[config.mk]
export PLATFORM = sky130hd
export DESIGN_NAME = drive_mode_ctrl
export DESIGN_NICKNAME = d
export VERILOG_FILES = /design/src/rtl/drive_mode_ctrl_pkg.sv /design/src/rtl/drive_mode_ctrl_pulse_stretcher.sv /design/src/rtl/drive_mode_ctrl.sv
export SDC_FILE = /design/constraint.sdc
export NUM_CORES = 1
export LEC_CHECK = 0
export CAP_MARGIN = 20
export CELL_PAD_IN_SITES_DETAIL_PLACEMENT = 0
export CELL_PAD_IN_SITES_GLOBAL_PLACEMENT = 1
export CORE_MARGIN = 2
export CORE_UTILIZATION = 39
export CTS_BUF_LIST = sky130_fd_sc_hd__clkbuf_16
export CTS_CLUSTER_DIAMETER = 100
export CTS_CLUSTER_SIZE = 10
export DETAILED_ROUTE_END_ITERATION = 6
export GPL_TIMING_DRIVEN = 0
export PLACE_DENSITY = 0.85
export SYNTH_ARGS = -nofsm -noshare
export SYNTH_HDL_FRONTEND = slang
export SYNTH_SLANG_ARGS = --single-unit
[constraint.sdc]
create_clock -name clk_50 -period 2.2 [get_ports clk_50]
set_clock_uncertainty 0.05 [all_clocks]
set_input_delay 0.22 -clock clk_50 [delete_from_list [all_inputs] [get_ports clk_50]]
set_output_delay 0.22 -clock clk_50 [all_outputs]
set_load 0.05 [all_outputs]
[src/rtl/drive_mode_ctrl_pkg.sv]
// Shared encodings for the tracking-robot mode controller: mode and camera
// sub-state enums, drive command codes, camera direction codes and the
// active-low seven-segment glyphs (bit order gfedcba) used for mode letters.
package drive_mode_pkg;

  typedef enum logic [1:0] {
    MODE_IDLE = 2'd0,
    MODE_CAM  = 2'd1,
    MODE_IR   = 2'd2
  } mode_t;

  typedef enum logic [1:0] {
    CAM_SEARCH = 2'd0,
    CAM_FOLLOW = 2'd1,
    CAM_PAUSE  = 2'd3
  } cam_state_t;

  // Drive command codes; forward speed level k is DRV_SPEED0 + k.
  localparam int unsigned DRV_STOP   = 0;
  localparam int unsigned DRV_LEFT   = 1;
  localparam int unsigned DRV_RIGHT  = 2;
  localparam int unsigned DRV_SPEED0 = 3;

  localparam logic [2:0] DIR_LEFT   = 3'b001;
  localparam logic [2:0] DIR_RIGHT  = 3'b010;
  localparam logic [2:0] DIR_CENTRE = 3'b011;

  localparam logic [6:0] GLYPH_I = 7'b1111001;
  localparam logic [6:0] GLYPH_D = 7'b0100001;
  localparam logic [6:0] GLYPH_C = 7'b1000110;
  localparam logic [6:0] GLYPH_A = 7'b0001000;
  localparam logic [6:0] GLYPH_R = 7'b0101111;

  // Saturate a requested speed level to the highest level that exists.
  function automatic int unsigned clamp_speed(input int unsigned k, input int unsigned n);
    return (k >= n) ? (n - 1) : k;
  endfunction

endpackage

[src/rtl/drive_mode_ctrl_pulse_stretcher.sv]
// Stretches a one-cycle trigger into a pulse RESET_PULSE cycles wide.
// The counter comes out of reset loaded, so the output is high throughout
// reset and for RESET_PULSE cycles after release. A retrigger reloads the
// counter, so back-to-back triggers produce one continuous pulse.
module pulse_stretcher #(
  parameter  int unsigned RESET_PULSE = 4,
  localparam int unsigned CNT_W       = $clog2(RESET_PULSE + 1)
) (
  input  logic clk_i,
  input  logic rst_i,
  input  logic trig_i,
  output logic pulse_o
);

  logic [CNT_W-1:0] cnt_q, cnt_d;

  // Reload on trigger, otherwise count down to zero and hold.
  always_comb begin
    cnt_d = cnt_q;
    if (trig_i) begin
      cnt_d = CNT_W'(RESET_PULSE);
    end else if (cnt_q != '0) begin
      cnt_d = cnt_q - 1'b1;
    end
  end

  // Pulse counter register.
  always_ff @(posedge clk_i or posedge rst_i) begin
    if (rst_i) begin
      cnt_q <= CNT_W'(RESET_PULSE);
    end else begin
      cnt_q <= cnt_d;
    end
  end

  assign pulse_o = (cnt_q != '0);

endmodule

[src/rtl/drive_mode_ctrl.sv]
// Top-level mode controller for the tracking robot. Selects IDLE / CAM / IR
// from IR remote codes, runs the camera tracking sub-FSM and issues a
// registered drive command plus a stretched sub-reset on every state change.
//
// state      | meaning
// -----------+-----------------------------------------------------------
// MODE_IDLE  | robot stopped, waiting for a mode code
// MODE_CAM   | camera tracking, sub-state below applies
// MODE_IR    | manual driving from remote codes
// CAM_SEARCH | spin right looking for the target, bounded by search timer
// CAM_FOLLOW | steer toward target; LOST_HOLD misses fall back to SEARCH
// CAM_PAUSE  | stopped; outside CAM, or search timed out (CODE_CAM re-arms)
module drive_mode_ctrl
  import drive_mode_pkg::*;
#(
  parameter  int unsigned NUM_SPEEDS     = 3,
  parameter  logic [7:0]  CODE_CAM       = 8'h0F,
  parameter  logic [7:0]  CODE_IR        = 8'h13,
  parameter  logic [7:0]  CODE_IDLE      = 8'h10,
  parameter  logic [7:0]  CODE_FWD       = 8'h18,
  parameter  logic [7:0]  CODE_LEFT      = 8'h08,
  parameter  logic [7:0]  CODE_RIGHT     = 8'h5A,
  parameter  logic [7:0]  CODE_STOP      = 8'h1C,
  parameter  int unsigned LOST_HOLD      = 1_000_000,
  parameter  int unsigned SEARCH_TIMEOUT = 250_000_000,
  parameter  int unsigned RESET_PULSE    = 4,
  localparam int unsigned SPD_W          = (NUM_SPEEDS > 1) ? $clog2(NUM_SPEEDS) : 1,
  localparam int unsigned DRV_W          = $clog2(NUM_SPEEDS + 3)
) (
  input  logic             clk_50,
  input  logic             reset,
  input  logic             ir_valid,
  input  logic [7:0]       ir_code,
  input  logic             orange_detected,
  input  logic [2:0]       cam_direction,
  input  logic [SPD_W-1:0] speed,
  output logic [1:0]       mode,
  output logic [1:0]       cam_state,
  output logic [DRV_W-1:0] drive_cmd,
  output logic             sub_reset,
  output logic [6:0]       hex7,
  output logic [6:0]       hex6
);

  localparam int unsigned LOST_W = $clog2(LOST_HOLD + 1);
  localparam int unsigned TMR_W  = $clog2(SEARCH_TIMEOUT + 1);

  localparam logic [DRV_W-1:0]  CMD_STOP    = DRV_W'(DRV_STOP);
  localparam logic [DRV_W-1:0]  CMD_LEFT    = DRV_W'(DRV_LEFT);
  localparam logic [DRV_W-1:0]  CMD_RIGHT   = DRV_W'(DRV_RIGHT);
  localparam logic [DRV_W-1:0]  CMD_SPD0    = DRV_W'(DRV_SPEED0);
  localparam logic [DRV_W-1:0]  CMD_SPD_MAX = DRV_W'(DRV_SPEED0 + NUM_SPEEDS - 1);
  localparam logic [LOST_W-1:0] LOST_LAST   = LOST_W'(LOST_HOLD - 1);
  localparam logic [TMR_W-1:0]  TMR_LAST    = TMR_W'(SEARCH_TIMEOUT - 1);

  mode_t             mode_q, mode_d;
  cam_state_t        cam_q, cam_d;
  logic [LOST_W-1:0] lost_q, lost_d;
  logic [TMR_W-1:0]  tmr_q, tmr_d;
  logic [DRV_W-1:0]  man_q, man_d;
  logic [DRV_W-1:0]  drv_q, drv_d;
  logic [6:0]        hex7_q, hex7_d, hex6_q, hex6_d;
  logic              hit_cam, hit_ir, hit_idle;
  logic              state_change;

  assign hit_cam  = ir_valid && (ir_code == CODE_CAM);
  assign hit_ir   = ir_valid && (ir_code == CODE_IR);
  assign hit_idle = ir_valid && (ir_code == CODE_IDLE);

  // Mode selection from qualified remote codes; anything else keeps the mode.
  always_comb begin
    mode_d = mode_q;
    if (hit_cam) begin
      mode_d = MODE_CAM;
    end else if (hit_ir) begin
      mode_d = MODE_IR;
    end else if (hit_idle) begin
      mode_d = MODE_IDLE;
    end
  end

  // Camera sub-state, judged against the mode we are moving into so that a
  // mode-change code always beats a same-cycle detection event.
  always_comb begin
    cam_d = cam_q;
    if (mode_d != MODE_CAM) begin
      cam_d = CAM_PAUSE;
    end else if (mode_q != MODE_CAM) begin
      cam_d = CAM_SEARCH;
    end else if (hit_cam && (cam_q == CAM_PAUSE)) begin
      cam_d = CAM_SEARCH;
    end else begin
      case (cam_q)
        CAM_SEARCH: begin
          if (orange_detected) begin
            cam_d = CAM_FOLLOW;
          end else if (tmr_q == TMR_LAST) begin
            cam_d = CAM_PAUSE;
          end
        end
        CAM_FOLLOW: begin
          if (!orange_detected && (lost_q == LOST_LAST)) begin
            cam_d = CAM_SEARCH;
          end
        end
        default: cam_d = cam_q;
      endcase
    end
  end

  // Search timer and lost counter only advance while staying in their state,
  // which also clears them on every entry.
  always_comb begin
    tmr_d  = ((cam_q == CAM_SEARCH) && (cam_d == CAM_SEARCH)) ? tmr_q + 1'b1 : '0;
    lost_d = ((cam_q == CAM_FOLLOW) && (cam_d == CAM_FOLLOW) && !orange_detected)
             ? lost_q + 1'b1 : '0;
  end

  // Manual command in IR mode; forward steps up through the speed levels and
  // saturates at the top one.
  always_comb begin
    man_d = man_q;
    if ((mode_d != MODE_IR) || (mode_q != MODE_IR)) begin
      man_d = CMD_STOP;
    end else if (ir_valid) begin
      if (ir_code == CODE_LEFT) begin
        man_d = CMD_LEFT;
      end else if (ir_code == CODE_RIGHT) begin
        man_d = CMD_RIGHT;
      end else if (ir_code == CODE_STOP) begin
        man_d = CMD_STOP;
      end else if (ir_code == CODE_FWD) begin
        if (man_q < CMD_SPD0) begin
          man_d = CMD_SPD0;
        end else if (man_q >= CMD_SPD_MAX) begin
          man_d = CMD_SPD_MAX;
        end else begin
          man_d = man_q + 1'b1;
        end
      end
    end
  end

  // Drive command from next-state values so it lands with the state change.
  always_comb begin
    drv_d = CMD_STOP;
    case (mode_d)
      MODE_IR: drv_d = man_d;
      MODE_CAM: begin
        case (cam_d)
          CAM_SEARCH: drv_d = CMD_RIGHT;
          CAM_FOLLOW: begin
            case (cam_direction)
              DIR_LEFT:   drv_d = CMD_LEFT;
              DIR_RIGHT:  drv_d = CMD_RIGHT;
              DIR_CENTRE: drv_d = DRV_W'(DRV_SPEED0 + clamp_speed(32'(speed), NUM_SPEEDS));
              default:    drv_d = CMD_STOP;
            endcase
          end
          default: drv_d = CMD_STOP;
        endcase
      end
      default: drv_d = CMD_STOP;
    endcase
  end

  // Mode letters for the two leftmost displays.
  always_comb begin
    hex7_d = GLYPH_I;
    hex6_d = GLYPH_D;
    case (mode_d)
      MODE_CAM: begin
        hex7_d = GLYPH_C;
        hex6_d = GLYPH_A;
      end
      MODE_IR: begin
        hex7_d = GLYPH_I;
        hex6_d = GLYPH_R;
      end
      default: begin
        hex7_d = GLYPH_I;
        hex6_d = GLYPH_D;
      end
    endcase
  end

  // State, counters and registered outputs.
  always_ff @(posedge clk_50 or posedge reset) begin
    if (reset) begin
      mode_q <= MODE_IDLE;
      cam_q  <= CAM_PAUSE;
      lost_q <= '0;
      tmr_q  <= '0;
      man_q  <= CMD_STOP;
      drv_q  <= CMD_STOP;
      hex7_q <= GLYPH_I;
      hex6_q <= GLYPH_D;
    end else begin
      mode_q <= mode_d;
      cam_q  <= cam_d;
      lost_q <= lost_d;
      tmr_q  <= tmr_d;
      man_q  <= man_d;
      drv_q  <= drv_d;
      hex7_q <= hex7_d;
      hex6_q <= hex6_d;
    end
  end

  assign state_change = (mode_d != mode_q) || (cam_d != cam_q);

  pulse_stretcher #(
    .RESET_PULSE(RESET_PULSE)
  ) u_sub_reset (
    .clk_i  (clk_50),
    .rst_i  (reset),
    .trig_i (state_change),
    .pulse_o(sub_reset)
  );

  assign mode      = mode_q;
  assign cam_state = cam_q;
  assign drive_cmd = drv_q;
  assign hex7      = hex7_q;
  assign hex6      = hex6_q;

endmodule

======== Word-level counts from Yosys, hierarchy flattened ========
Cells that the tools add are included.
word-level totals
  output and inout bits ................... 22
  word-level logic and storage cells ...... 83
  register bits ........................... 75
  bits of input ports ..................... 17
cells by class
  $add $sub $neg .......................... 5
  eq/ne operators ......................... 23
  order comparisons ....................... 3
  multiplexer cells ....................... 28
  reduce and logical (&&, ||, !) cells .... 15
operators by type and width
  operator                                                                 count
  8-bit by 5-bit equality test with 1-bit output, second input constant    4
  3-bit two-way mux                                                        10
  28-bit by 1-bit adder with 28-bit output, second input constant          1
  28-bit equality test, second input constant                              1
  28-bit two-way mux                                                       1
  20-bit by 1-bit adder with 20-bit output, second input constant          1
  20-bit equality test, second input constant                              1
  2-bit two-way mux                                                        10
  20-bit two-way mux                                                       1
  8-bit by 4-bit equality test with 1-bit output, second input constant    2
  3-bit case mux with 2 select lines                                       2
  6-bit case mux with 2 select lines                                       1
  3-bit case mux with 3 select lines                                       1
  8-bit by 7-bit equality test with 1-bit output, second input constant    1
  1-bit logical AND                                                        8
  2-bit by 1-bit equality test with 1-bit output, second input constant    3
  3-bit by 2-bit equality test with 1-bit output, second input constant    2
  6-bit two-way mux                                                        1
  2-bit equality test, second input constant                               2
  2-bit zero test                                                          2
  2-bit by 1-bit inequality test with 1-bit output, second input constant  2
  2-bit inequality test                                                    2
  2-bit inequality test, second input constant                             2
  2-bit case mux with 2 select lines                                       1
  other kinds (11)                                                         12

======== Longest topological paths before layout ========
Gate-level depths: netlist (run 1).
  word-level depth ........................ 11
  mapped depth ............................ 12
  gate-level depth less buffers ........... 11

======== Modules after synthesis ========
Synthesis (run 1) repeated with hierarchy kept, for this count alone.
second synthesis, totals
  cells, all modules ...................... 399
  area total of the unflattened synthesis .. 3877.5 µm²
modules (own cells, without submodules)
  module           times used  seq. area each (µm²)  area each (µm²)  cells each
  drive_mode_ctrl  1           1555.2                3694.8           382
  pulse_stretcher  1           76.3                  182.7            17

======== Least setup slack after synthesis (run 1) ========
OpenSTA, ideal clock, no wires.
  kind .................................... input to register
  from .................................... in ir_code[5]
  to ...................................... reg lost_q[13]
  buffers on the path ..................... 1
  arrival ................................. 2546 ps
  data required time ...................... 2073 ps
  setup time .............................. 77 ps
  setup slack ............................. -474 ps
  stages on the path ...................... 11
  cell sequence ........................... nor4b_1 -> nand3_1 -> o21ai_0 -> o21ai_0 -> nand2b_1 -> ha_1 -> inv_1 -> or3_1 -> or3_4 -> buf_6 -> a21oi_1
between the ends
  cells in the longest elaborated chain, start to end .. 11
  elaborated cells between the ends (all ways) .. 18
  classes of those cells .................. 5 x eq/ne; 7 x mux; 6 x reduce/logical
ends and longest elaborated chain
  item                                                line                    text
  start, declared                                     drive_mode_ctrl.sv:33   input logic [7:0] ir_code,
  8-bit by 5-bit equality test with 1-bit output      drive_mode_ctrl.sv:68   assign hit_idle = ir_valid && (ir_code == CODE_IDLE);
  1-bit logical AND                                   drive_mode_ctrl.sv:68
  2-bit two-way mux                                   drive_mode_ctrl.sv:77   end else if (hit_idle) begin
  2-bit two-way mux                                   drive_mode_ctrl.sv:75   end else if (hit_ir) begin
  2-bit two-way mux                                   drive_mode_ctrl.sv:73   if (hit_cam) begin
  2-bit by 1-bit inequality test with 1-bit output    drive_mode_ctrl.sv:86   if (mode_d != MODE_CAM) begin
  2-bit two-way mux (*)                               drive_mode_ctrl.sv:86
  2-bit by 1-bit equality test with 1-bit output (*)  drive_mode_ctrl.sv:115  lost_d = ((cam_q == CAM_FOLLOW) && (cam_d == CAM_FOLLOW) && !orange_detected)
  1-bit logical AND (*) (2 in series)                 drive_mode_ctrl.sv:115
  20-bit two-way mux (*)                              drive_mode_ctrl.sv:116  ? lost_q + 1'b1 : '0;
  via lost_d[13]                                      drive_mode_ctrl.sv:58   logic [LOST_W-1:0] lost_q, lost_d;
  end signal, assigned                                drive_mode_ctrl.sv:201  lost_q <= lost_d;
  end, declared                                       drive_mode_ctrl.sv:58
Mark *: on every way through the listed nets, which the timed path passes. The rest lies on a longest branch.
A chain may end at the register's enable or synchronous reset.

======== Worst setup path in the final report (run 1) ========
  from .................................... in ir_code[4]
  to ...................................... reg drv_q[1] (netlist: drive_cmd[1])
between the ends
  elaborated cells between the ends (all ways) .. 32
  classes of those cells .................. 12 x eq/ne; 14 x mux; 6 x reduce/logical
RTL lines
  item                                            line                    text
  8-bit by 5-bit equality test with 1-bit output  drive_mode_ctrl.sv:68
  1-bit logical AND                               drive_mode_ctrl.sv:68
  2-bit two-way mux                               drive_mode_ctrl.sv:77
  2-bit two-way mux                               drive_mode_ctrl.sv:75
  2-bit two-way mux (*)                           drive_mode_ctrl.sv:73
  via mode_d[0]                                   drive_mode_ctrl.sv:56   mode_t mode_q, mode_d;
  2-bit inequality test (*)                       drive_mode_ctrl.sv:123  if ((mode_d != MODE_IR) || (mode_q != MODE_IR)) begin
  1-bit logical OR (*)                            drive_mode_ctrl.sv:123
  3-bit two-way mux (*)                           drive_mode_ctrl.sv:123
  via man_d[1]                                    drive_mode_ctrl.sv:60   logic [DRV_W-1:0] man_q, man_d;
  3-bit case mux with 2 select lines (*)          drive_mode_ctrl.sv:147  case (mode_d)
  via drv_d[1]                                    drive_mode_ctrl.sv:61   logic [DRV_W-1:0] drv_q, drv_d;
  end signal, assigned                            drive_mode_ctrl.sv:204  drv_q <= drv_d;
  end, declared                                   drive_mode_ctrl.sv:61
Marks and branches as above.

==> metrics.md, run 1 <==
| Metric | Value |
|---|---|
| GPL Wtd Cong | `0.788` |
| Leakage | `1.94 nW` |
| Dpl hpwl | `5460 µm` |
| Layout fillers | `790` |
| Maximum VDD drop | `approximately 310 µV` |
| Tmin final | `2.38 ns` |
| CTS tree | `yes` |
| RSZ-0062 raised after global routing | `yes` |
| Sequential share of power | `0.397` |
| Die area | `roughly 10000 µm²` |
| Largest net degree at the start of global routing | `34` |
| Grt total ovfl | `0` |
| Initial Util | `0.398` |
| Number of core rows | `35` |
| Post-synthesis sequential area ratio | `0.448` |
| CTS Sinks | `65` |
| # diodes | `0` |
| IO Count | `39` |
| PD cells | `641 nW/µm²` |
| Per-cell routed wire length | `14.8 µm` |
| GRT Total Usage | `0.175` |
| Required @ worst endpoint | `between 2 and 2.5 ns` |
| Relative slew slack | `0.511` |
| Fmax | `around 420 MHz` |
| Routed WL | `between 8000 and 9000 µm` |
| Critical path peak fanout | `4` |
| Number of global-route vias before repair | `between 2000 and 3000` |
| Die width | `roughly 100 µm` |
| DRC errors left | `0` |
| Switching power | `approximately 0.79 mW` |
| Post-Syn Area per Cell | `about 9.3 µm²` |
| Run status | `finished, violations left` |
| Clock slew at reported path FFs | `around 0.06 ns` |
| Hold WC Path Type | `in2async` |
| Layout cells sized above 1 | `0.261` |
| Fin util | `0.543` |
| Pre-CTS setup slack | `-1.05 ns` |
| CTS max path bufs | `2` |
| CP endpoint kind | `flop` |
| Synth warn | `0` |
| CTS hold repair buffers | `0` |
| Area delta synth->final | `36.3%` |
| Synthesized area | `about 3600 µm²` |
| FF+latch count, synth | `65` |
| Hold slack | `0.286 ns` |
| Drt via density | `~5.4` |
| Final worst-path cycle share | `1.08` |
| Layout Nets | `slightly below 500` |
| Post-synth cell types | `57` |
| Clock Latency Late Sink | `~0.33 ns` |
| Die Y | `101 µm` |
| Post-route ant nets | `0` |
| Maxcap violations | `0` |
| Ys flop type | `dfrtp_1` |
| DRT iter0 DRCs | `around 130` |
| Failing checks | `setup timing` |
| Hold Vio Cnt, Final | `0` |
| WP data arrival | `2.55 ns` |
| CTS Buf Count | `9` |
| Logic pwr share | `0.130` |
| Worst Setup Slack, final | `-0.184 ns` |
| Via count | `~3100` |
| Worst setup SP type | `input pin` |
| Setup CP Type | `in2reg` |
| Sw Share | `0.247` |
| Async SR Flop Fraction | `1.00` |
| Internal Power | `2.40 mW` |
| CORE AREA | `a little over 9000 µm²` |
| Syn Inst Count | `a little under 400` |
| Placed Instances | `~540` |
| IO buf count | `32` |
| Non-Filler Instances | `slightly below 600` |
| First-pass GRT wire length | `between 10000 and 15000 µm` |
| Number of synthesized flops with an enable pin | `0` |
| Pwr Total | `roughly 3.2 mW` |
| Slew Viols, Final | `0` |
| Initial antenna violation count | `0` |
| Root Buffer | `clkbuf_16` |
| Slew @ Worst Pin | `approximately 0.73 ns` |
| Clk network pwr share | `0.472` |
| H-Tree Depth | `3` |
| # setup viols final | `25` |
| Pre-antenna DRT Iters | `4` |
-- routing by layer --
layer | GRT usage | vias up | share of wire
li1 | - | 1488 | -
met1 | 0.225 | 1510 | 0.44
met2 | 0.285 | 88 | 0.48
met3 | 0.0416 | 21 | 0.050
met4 | 0.0695 | 0 | 0.030
met5 | 0 | - | 0
-- Yosys cell counts (all sizes together), types with 3 or more instances --
cell	number	area share
a21oi	11	0.015
and3	6	0.010
or3	7	0.013
nand2b	3	0.0051
xnor2	22	0.053
a21o	3	0.0062
dfstp	4	0.029
nor4	10	0.024
o21ai	16	0.025
nand4	10	0.017
nand3b	3	0.0062
or4	4	0.010
dfrtp	61	0.42
nor3b	3	0.0062
inv	19	0.020
clkbuf	5	0.0079
nand3	21	0.029
nor2	68	0.070
buf	15	0.032
xor2	19	0.046
nor3	14	0.021
ha	8	0.027
and4	3	0.0072
nand2	28	0.029
-- through the flow --
step           instance area, µm²  TNS [ns]
4_1_cts                      4750     -2.61
3_5_place_dp                 4170    -42.80
2_1_floorplan                3690     -3.09
3_3_place_gp                 4150    -93.13
5_1_grt                      4970     -3.92
6_report                     4970     -2.47
-- final timing paths --
| kind | from | to | slack [ns] | depth (start not counted) |
|---|---|---|---|---|
| min | reset | tmr_q[21] | 0.29 | 2 |
| max in group asynchronous | reset | hex7[4] | 1.12 | 3 |
| max | ir_code[4] | drive_cmd[1] | -0.18 | 14 |
| min reg2reg | tmr_q[0] | tmr_q[0] | 0.43 | 1 |
| min in group clk_50 | ir_code[4] | mode[1] | 0.36 | 5 |
| max reg2reg | lost_q[11] | lost_q[11] | -0.09 | 6 |
-- state kept, by name, summed over array words and instances (netlist names) --
name,flops
mode,2
hex7,2
hex6,2
lost_q,20
man_q,3
tmr_q,28
cam_state,2
drive_cmd,3
u_sub_reset.cnt_q,3
-- layout by cell type (no fill, tap or decap), types with 4 or more instances in the layout --
cell type / n
nor3_1: 10
nand2_1: 27
xor2_1: 19
buf_8: 4
and3_1: 5
or3_1: 4
a21oi_2: 5
nor2_4: 11
nor4_1: 5
dfstp_2: 4
dfrtp_1: 61
inv_1: 19
clkdlybuf4s50_1: 24
nand3_1: 21
ha_1: 6
o21ai_0: 12
nor2_1: 50
clkbuf_16: 9
buf_4: 32
clkbuf_1: 4
nand4_1: 10
xnor2_1: 22
nor2_2: 7
a21oi_1: 5
-- critical path, stage by stage --
cell,delay (ns)
buf_8,0.10
or4_4,0.56
nor3_4,0.22
a21o_1,0.18
buf_4,0.14
buf_6,0.09
buf_4,0.11
inv_1,0.04
ha_2,0.17
nand3b_1,0.18
buf_4,0.15
a21oi_2,0.03
o21a_1,0.13
a22o_1,0.22
-- what timing repair did --
item	4_1_cts	5_1_grt
resized for setup	63	33
setup endpoints to repair	59	55
pin swaps	7	17
buffers inserted	11	11
gates cloned	2	0
-- area by class of cell --
| class | instances | area (µm²) | area share |
|---|---|---|---|
| buffer | 20 | 154 | 0.0310 |
| inverter | 19 | 73.8 | 0.0149 |
| sequential | 65 | 1630 | 0.328 |
| multi-input combinational | 291 | 2120 | 0.426 |
| tap | 111 | 139 | 0.0280 |
| clock inverter | 7 | 88.8 | 0.0179 |
| timing repair buffer | 56 | 539 | 0.109 |
| clock buffer | 9 | 225 | 0.0453 |
-- logic make-up (layout without fill, tap and decap cells) --
group                    count (synthesis)  count (layout)  synth area share
buffers and inverters                   39             111            0.0597
AND/OR/NAND/NOR                        190             190             0.271
AO/OA/AOI/OAI                           46              46            0.0851
XOR/XNOR                                41              41            0.0985
flip-flops                              65              65             0.448
adder cells (fa/ha/maj)                  8               8            0.0275
multiplexers                             3               3           0.00893
other                                    2               3           0.00206
-- power by group through the flow --
| stage | logic (mW) | registers [mW] | clock network, mW |
|---|---|---|---|
| global route | 0.454 | 1.27 | 1.59 |
| CTS | 0.372 | 1.27 | 1.53 |
| finish | 0.415 | 1.27 | 1.50 |
| global placement | 0.346 | 1.29 | 0 |
| floorplan | 0.232 | 1.31 | 0 |
| detailed placement | 0.359 | 1.29 | 0 |
No activity file was read; power rests on OpenSTA's default activity.
==> run 2, diff against run 1 <==
--- a/config.mk
+++ b/config.mk
@@ -14,8 +14,11 @@
 export CTS_CLUSTER_DIAMETER = 100
 export CTS_CLUSTER_SIZE = 10
 export DETAILED_ROUTE_END_ITERATION = 6
+export GPL_ROUTABILITY_DRIVEN = 1
 export GPL_TIMING_DRIVEN = 0
 export PLACE_DENSITY = 0.85
+export REMOVE_ABC_BUFFERS = 1
+export SLEW_MARGIN = 5
 export SYNTH_ARGS = -nofsm -noshare
 export SYNTH_HDL_FRONTEND = slang
 export SYNTH_SLANG_ARGS = --single-unit
==> run 2 against run 1 <==
Net effect:
- first-iteration DRC count grew 15%
- core utilization fell by 2.5 points
- the run still ends with setup timing left
- largest power group unchanged
- sequential share of layout area rose by 1.7 points
- setup slack better by 0.18 ns
- critical path depth decreased by 5
- critical path type unchanged
- highest routed layer unchanged
- non-clock buffer count decreased by 21
==> metrics.md, run 2 (synthesis results as in run 1) <==
| Metric | Value |
|---|---|
| Run status | `finished, violations left` |
| Failing checks | `setup timing` |
| # setup viols final | `1` |
| Multi-input logic area | `2070 µm²` |
| Root Buffer | `clkbuf_16` |
| Pwr Total | `3.12 mW` |
| Drt via density | `around 5.3` |
| Logic pwr share | `0.116` |
| Worst setup SP type | `input pin` |
| Layout Nets | `470` |
| Die area | `about 10000 µm²` |
| Sequential share of power | `0.406` |
| Clk network pwr share | `0.478` |
| CP endpoint kind | `flop` |
| Slew Viols, Final | `0` |
| Hold slack | `~0.31 ns` |
| Design area | `4740 µm²` |
| Clock slew at reported path FFs | `roughly 0.050 ns` |
| GRT Total Usage | `0.169` |
| IO Count | `39` |
| Layout fillers | `about 800` |
| Maximum VDD drop | `325 µV` |
| DRC errors left | `0` |
| Initial antenna violation count | `0` |
| PD cells | `660 nW/µm²` |
| Required @ worst endpoint | `2.41 ns` |
| Critical Path, Cell by Cell | `buf_8 -> or4_4 -> nor3_4 -> nand2b_4 -> ha_4 -> inv_2 -> or3_4 -> or3_4 -> a21oi_2` |
| Number of core rows | `35` |
| Setup CP Type | `in2reg` |
| Leakage | `~1.8 nW` |
| Dpl hpwl | `approximately 5000 µm` |
| Crit path max-delay family | `simple AND/OR/NAND/NOR gates` |
| CTS tree | `yes` |
| Commonest cells after routing, fill and taps aside | `dfrtp_1 (59), nor2_1 (55), nand2_1 (27)` |
| CORE AREA | `between 9000 and 10000 µm²` |
| Post-route ant nets | `0` |
| Number of global-route vias before repair | `around 2800` |
| H-Tree Depth | `3` |
| Routed WL | `roughly 8300 µm` |
| Pre-antenna DRT Iters | `4` |
| Relative slew slack | `0.470` |
| CTS hold repair buffers | `0` |
| Hold WC Path Type | `in2reg` |
| Post-DP Area | `around 4000 µm²` |
| Max reg flops | `28` |
| Top Registers | `tmr_q: 28 flops, lost_q: 20 flops` |
| Final worst-path cycle share | `1.00` |
| Switching power | `between 0.7 and 0.8 mW` |
| Hold Vio Cnt, Final | `0` |
| Setup TNS | `-0.00121 ns` |
| Slew @ Worst Pin | `slightly below 0.8 ns` |
| Tmin final | `2.20 ns` |
| First-pass GRT wire length | `between 10000 and 15000 µm` |
| GPL Wtd Cong | `0.803` |
| Top cell by count, worst path | `or3_4` |
| R2r setup slk | `0.05 ns` |
| Critical-path top delay cell | `or4_4` |
| Critical path peak fanout | `5` |
| DRT iter0 DRCs | `148` |
| Clock Latency Late Sink | `0.33 ns` |
| Sw Share | `0.244` |
| Initial Util | `0.398` |
| Fmax | `~450 MHz` |
| Die width | `101 µm` |
| Worst path buffer plus inverter count | `2` |
| Per-cell routed wire length | `14.8 µm` |
| Commonest non-fill, non-tap cell in the layout | `dfrtp_1` |
| Fin util | `0.517` |
| # diodes | `0` |
| Area delta synth->final | `29.9%` |
| Maxcap violations | `0` |
| Largest net degree at the start of global routing | `66` |
| FF/Latch Area | `between 1500 and 2000 µm²` |
| RSZ-0062 raised after global routing | `yes` |
| CTS max path bufs | `2` |
| Max stage delay on crit path | `about 0.55 ns` |
| Grt total ovfl | `0` |
| Internal Power | `between 2 and 2.5 mW` |
| Largest Register | `tmr_q` |
| Die Y | `roughly 100 µm` |
| CTS Buf Count | `9` |
| CTS Sinks | `65` |
| WP data arrival | `2.41 ns` |
| Via count | `about 3000` |
| Layout cells sized above 1 | `0.227` |
| Worst Setup Slack, final | `-0.00121 ns` |
| IO buf count | `35` |
run 2: worst paths after layout:
path,from,end,cells past startpoint
setup / recovery,ir_code[4],lost_q[14],9
min in group asynchronous,reset,tmr_q[0],2
max in group asynchronous,reset,man_q[1],2
setup reg to reg,lost_q[11],lost_q[3],6
hold / removal,ir_code[7],man_q[0],4
hold reg to reg,tmr_q[0],tmr_q[0],1
run 2: worst reg2reg max path, delay by kind of cell, from the launching register on:
family | cells | cell delay [ns]
buffers and inverters | 1 | 0.18
and+or+nand+nor | 4 | 1.19
DFF | 1 | 0.39
AOI/OAI and AO/OA | 1 | 0.23
run 2: repair_timing:
item / CTS / global route
gates resized for setup: 61 / 34
setup endpoints to repair: 63 / 55
pin swaps: 15 / 23
buffers inserted: 14 / 6
hold endpoints to repair: 0 / 0
cloned: 3 / 1
run 2: layout make-up:
cell class              instances  area share
multi-input cells             295       0.438
flip-flops and latches         65       0.345
repair buffers                 55       0.106
clock buffers                   9      0.0476
well taps                     111      0.0293
clock inverters                 7      0.0182
inverters                      19      0.0156
run 2: per-stage QoR:
step / cells / worst slack (ns)
finish: 561 / -0.00121
global route: 561 / -0.0650
CTS: 554 / -0.0228
detailed placement: 521 / -1.48
global placement: 521 / -1.49
floorplan: 375 / -0.445
run 2: routing by layer:
metal / part of all wire / track usage
met1: 0.45 / 0.222
met2: 0.49 / 0.270
met3: 0.040 / 0.0368
met4: 0.017 / 0.0664
met5: 0 / 0
run 2: power by group through the flow:
stage	Clock [mW]	Combinational, mW	Sequential (mW)
6_report	1.49	0.363	1.27
5_1_grt	1.57	0.404	1.27
4_1_cts	1.52	0.360	1.27
3_5_place_dp	0	0.351	1.29
3_3_place_gp	0	0.338	1.29
2_1_floorplan	0	0.208	1.31
==> run 3, diff against run 2 <==
--- a/config.mk
+++ b/config.mk
@@ -9,16 +9,17 @@
 export CELL_PAD_IN_SITES_DETAIL_PLACEMENT = 0
 export CELL_PAD_IN_SITES_GLOBAL_PLACEMENT = 1
 export CORE_MARGIN = 2
-export CORE_UTILIZATION = 39
+export CORE_UTILIZATION = 44
 export CTS_BUF_LIST = sky130_fd_sc_hd__clkbuf_16
 export CTS_CLUSTER_DIAMETER = 100
 export CTS_CLUSTER_SIZE = 10
 export DETAILED_ROUTE_END_ITERATION = 6
+export DONT_BUFFER_PORTS = 1
 export GPL_ROUTABILITY_DRIVEN = 1
 export GPL_TIMING_DRIVEN = 0
 export PLACE_DENSITY = 0.85
 export REMOVE_ABC_BUFFERS = 1
-export SLEW_MARGIN = 5
+export SLEW_MARGIN = 15
 export SYNTH_ARGS = -nofsm -noshare
 export SYNTH_HDL_FRONTEND = slang
 export SYNTH_SLANG_ARGS = --single-unit
==> run 3 against run 2 <==
Net effect:
- the flow now finishes without violations
- routed wire length down 6.4%
- clock power decreased by 18%
- non-clock buffer count shrank 43
- flip-flop and latch count did not move
- sequential power about the same
- power decreased by 11%
- final cell count fell by 8.7%
- fmax increased by 0.40%
- critical path depth fell by 4
- combinational power fell by 28%
- critical path type is now reg2reg
==> metrics.md, run 3 (synthesis results as in run 1) <==
| Metric | Value |
|---|---|
| # setup viols final | `0` |
| Post-route ant nets | `0` |
| WP data arrival | `~2.4 ns` |
| Final worst-path cycle share | `0.997` |
| Number of core rows | `33` |
| Via count | `2843` |
| Top Registers | `tmr_q: 28 flops, lost_q: 20 flops` |
| Die Y | `95.0 µm` |
| Grt total ovfl | `0` |
| Leakage | `1.63 nW` |
| H-Tree Depth | `3` |
| Critical path peak fanout | `6` |
| First-pass GRT wire length | `between 10000 and 15000 µm` |
| Pre-antenna DRT Iters | `5` |
| GRT Total Usage | `0.182` |
| Maxcap violations | `0` |
| CTS Sinks | `65` |
| Root Buffer | `clkbuf_16` |
| Relative slew slack | `0.423` |
| Die width | `95.0 µm` |
| Tmin final | `between 2 and 2.5 ns` |
| Commonest cells after routing, fill and taps aside | `nor2_1 (60), dfrtp_1 (58), nand2_1 (27)` |
| Largest Register | `tmr_q` |
| Area delta synth->final | `18.0%` |
| Die area | `approximately 9000 µm²` |
| Hold WC Path Type | `in2reg` |
| CTS max path bufs | `2` |
| CORE AREA | `a little over 8000 µm²` |
| Drt via density | `approximately 5.6` |
| Initial Util | `0.448` |
| Clock slew at reported path FFs | `around 0.050 ns` |
| Pwr Total | `about 2.8 mW` |
| Number of global-route vias before repair | `2721` |
| Commonest non-fill, non-tap cell in the layout | `nor2_1` |
| Per-cell routed wire length | `15.2 µm` |
| # diodes | `0` |
| GPL Wtd Cong | `around 0.77` |
| Setup TNS | `0 ns` |
| Worst setup SP type | `flop` |
| Fmax | `between 400 and 500 MHz` |
| Hold Vio Cnt, Final | `0` |
| CP endpoint kind | `flop` |
| CTS Buf Count | `9` |
| PD cells | `647 nW/µm²` |
| Slew @ Worst Pin | `between 0.8 and 0.9 ns` |
| Hold_sp | `orange_detected` |
| DRT iter0 DRCs | `between 100 and 150` |
| Initial antenna violation count | `0` |
| Slew Viols, Final | `0` |
| Worst r2r src | `lost_q[11]` |
| Layout Nets | `427` |
| Maximum VDD drop | `approximately 320 µV` |
| Fin util | `0.529` |
| Largest net degree at the start of global routing | `46` |
| DRC errors left | `0` |
| Layout cells sized above 1 | `0.189` |
| Dpl hpwl | `just under 5000 µm` |
| Clock Latency Late Sink | `approximately 0.33 ns` |
| IO buf count | `0` |
| Max reg flops | `28` |
| IO Count | `39` |
| CTS tree | `yes` |
| Setup crit start | `lost_q[11]` |
| Required @ worst endpoint | `between 2 and 2.5 ns` |
| Setup CP Type | `reg2reg` |
| Run status | `complete, no violations` |
| RSZ-0062 raised after global routing | `yes` |
| Routed WL | `between 7000 and 8000 µm` |
==> run 3: stage by stage <==
stage,instances,hold WS (ns),instance area (µm²),worst slack [ns]
floorplan,375,0.363,3500,-0.445
global placement,480,0.411,3630,-0.977
detailed placement,481,0.0225,3670,-1.07
CTS,507,0.0665,4140,-0.0709
global route,512,0.0565,4300,-0.0667
finish,512,0.0627,4300,0.00756
==> run 3: critical path, cell delays in order, from the launching register on <==
cell and delay (ns):
dfrtp_1 0.38, or4_1 0.51, or4_4 0.45, o31ai_4 0.36, or3_4 0.28, nor2_1 0.06
==> run 3: final cells by class <==
type / count / area [µm²]
fillers: 719 / 3830
multi-input cells: 295 / 2050
flip-flops and latches: 65 / 1640
clock buffers: 9 / 225
repair buffers: 12 / 138
well taps: 105 / 131
inverters: 19 / 76.3
clock inverters: 7 / 31.3
==> run 3: final timing paths <==
check | endpoint | slack, ns | cells past startpoint
max in group asynchronous | cam_state[1] | 1.26 | 3
min in group asynchronous | lost_q[1] | 0.28 | 2
hold reg to reg | lost_q[0] | 0.44 | 1
setup reg to reg | lost_q[5] | 0.008 | 5
setup / recovery | lost_q[5] | 0.008 | 5
hold / removal | lost_q[18] | 0.06 | 2
==> run 3: timing repair <==
action	in CTS	in global routing
buffers inserted	6	4
resized for setup	27	26
hold buffers	1	0
pin swaps	22	11
hold endpoints to repair	20	0
endpoints found under the setup margin	58	56
cloned	3	1
==> run 3: where the power goes <==
group	switching (mW)	total [mW]	internal (mW)
combinational	0.162	0.262	0.0996
clock	0.483	1.22	0.740
sequential	0.0530	1.30	1.24
==> run 3: metal layers <==
layer	track usage	wire, µm	share of wire	up-vias
met5	0	0	0	-
met4	0.0556	95	0.012	0
li1	-	-	-	1385
met1	0.232	3490	0.45	1393
met2	0.304	3800	0.49	57
met3	0.0498	401	0.052	8
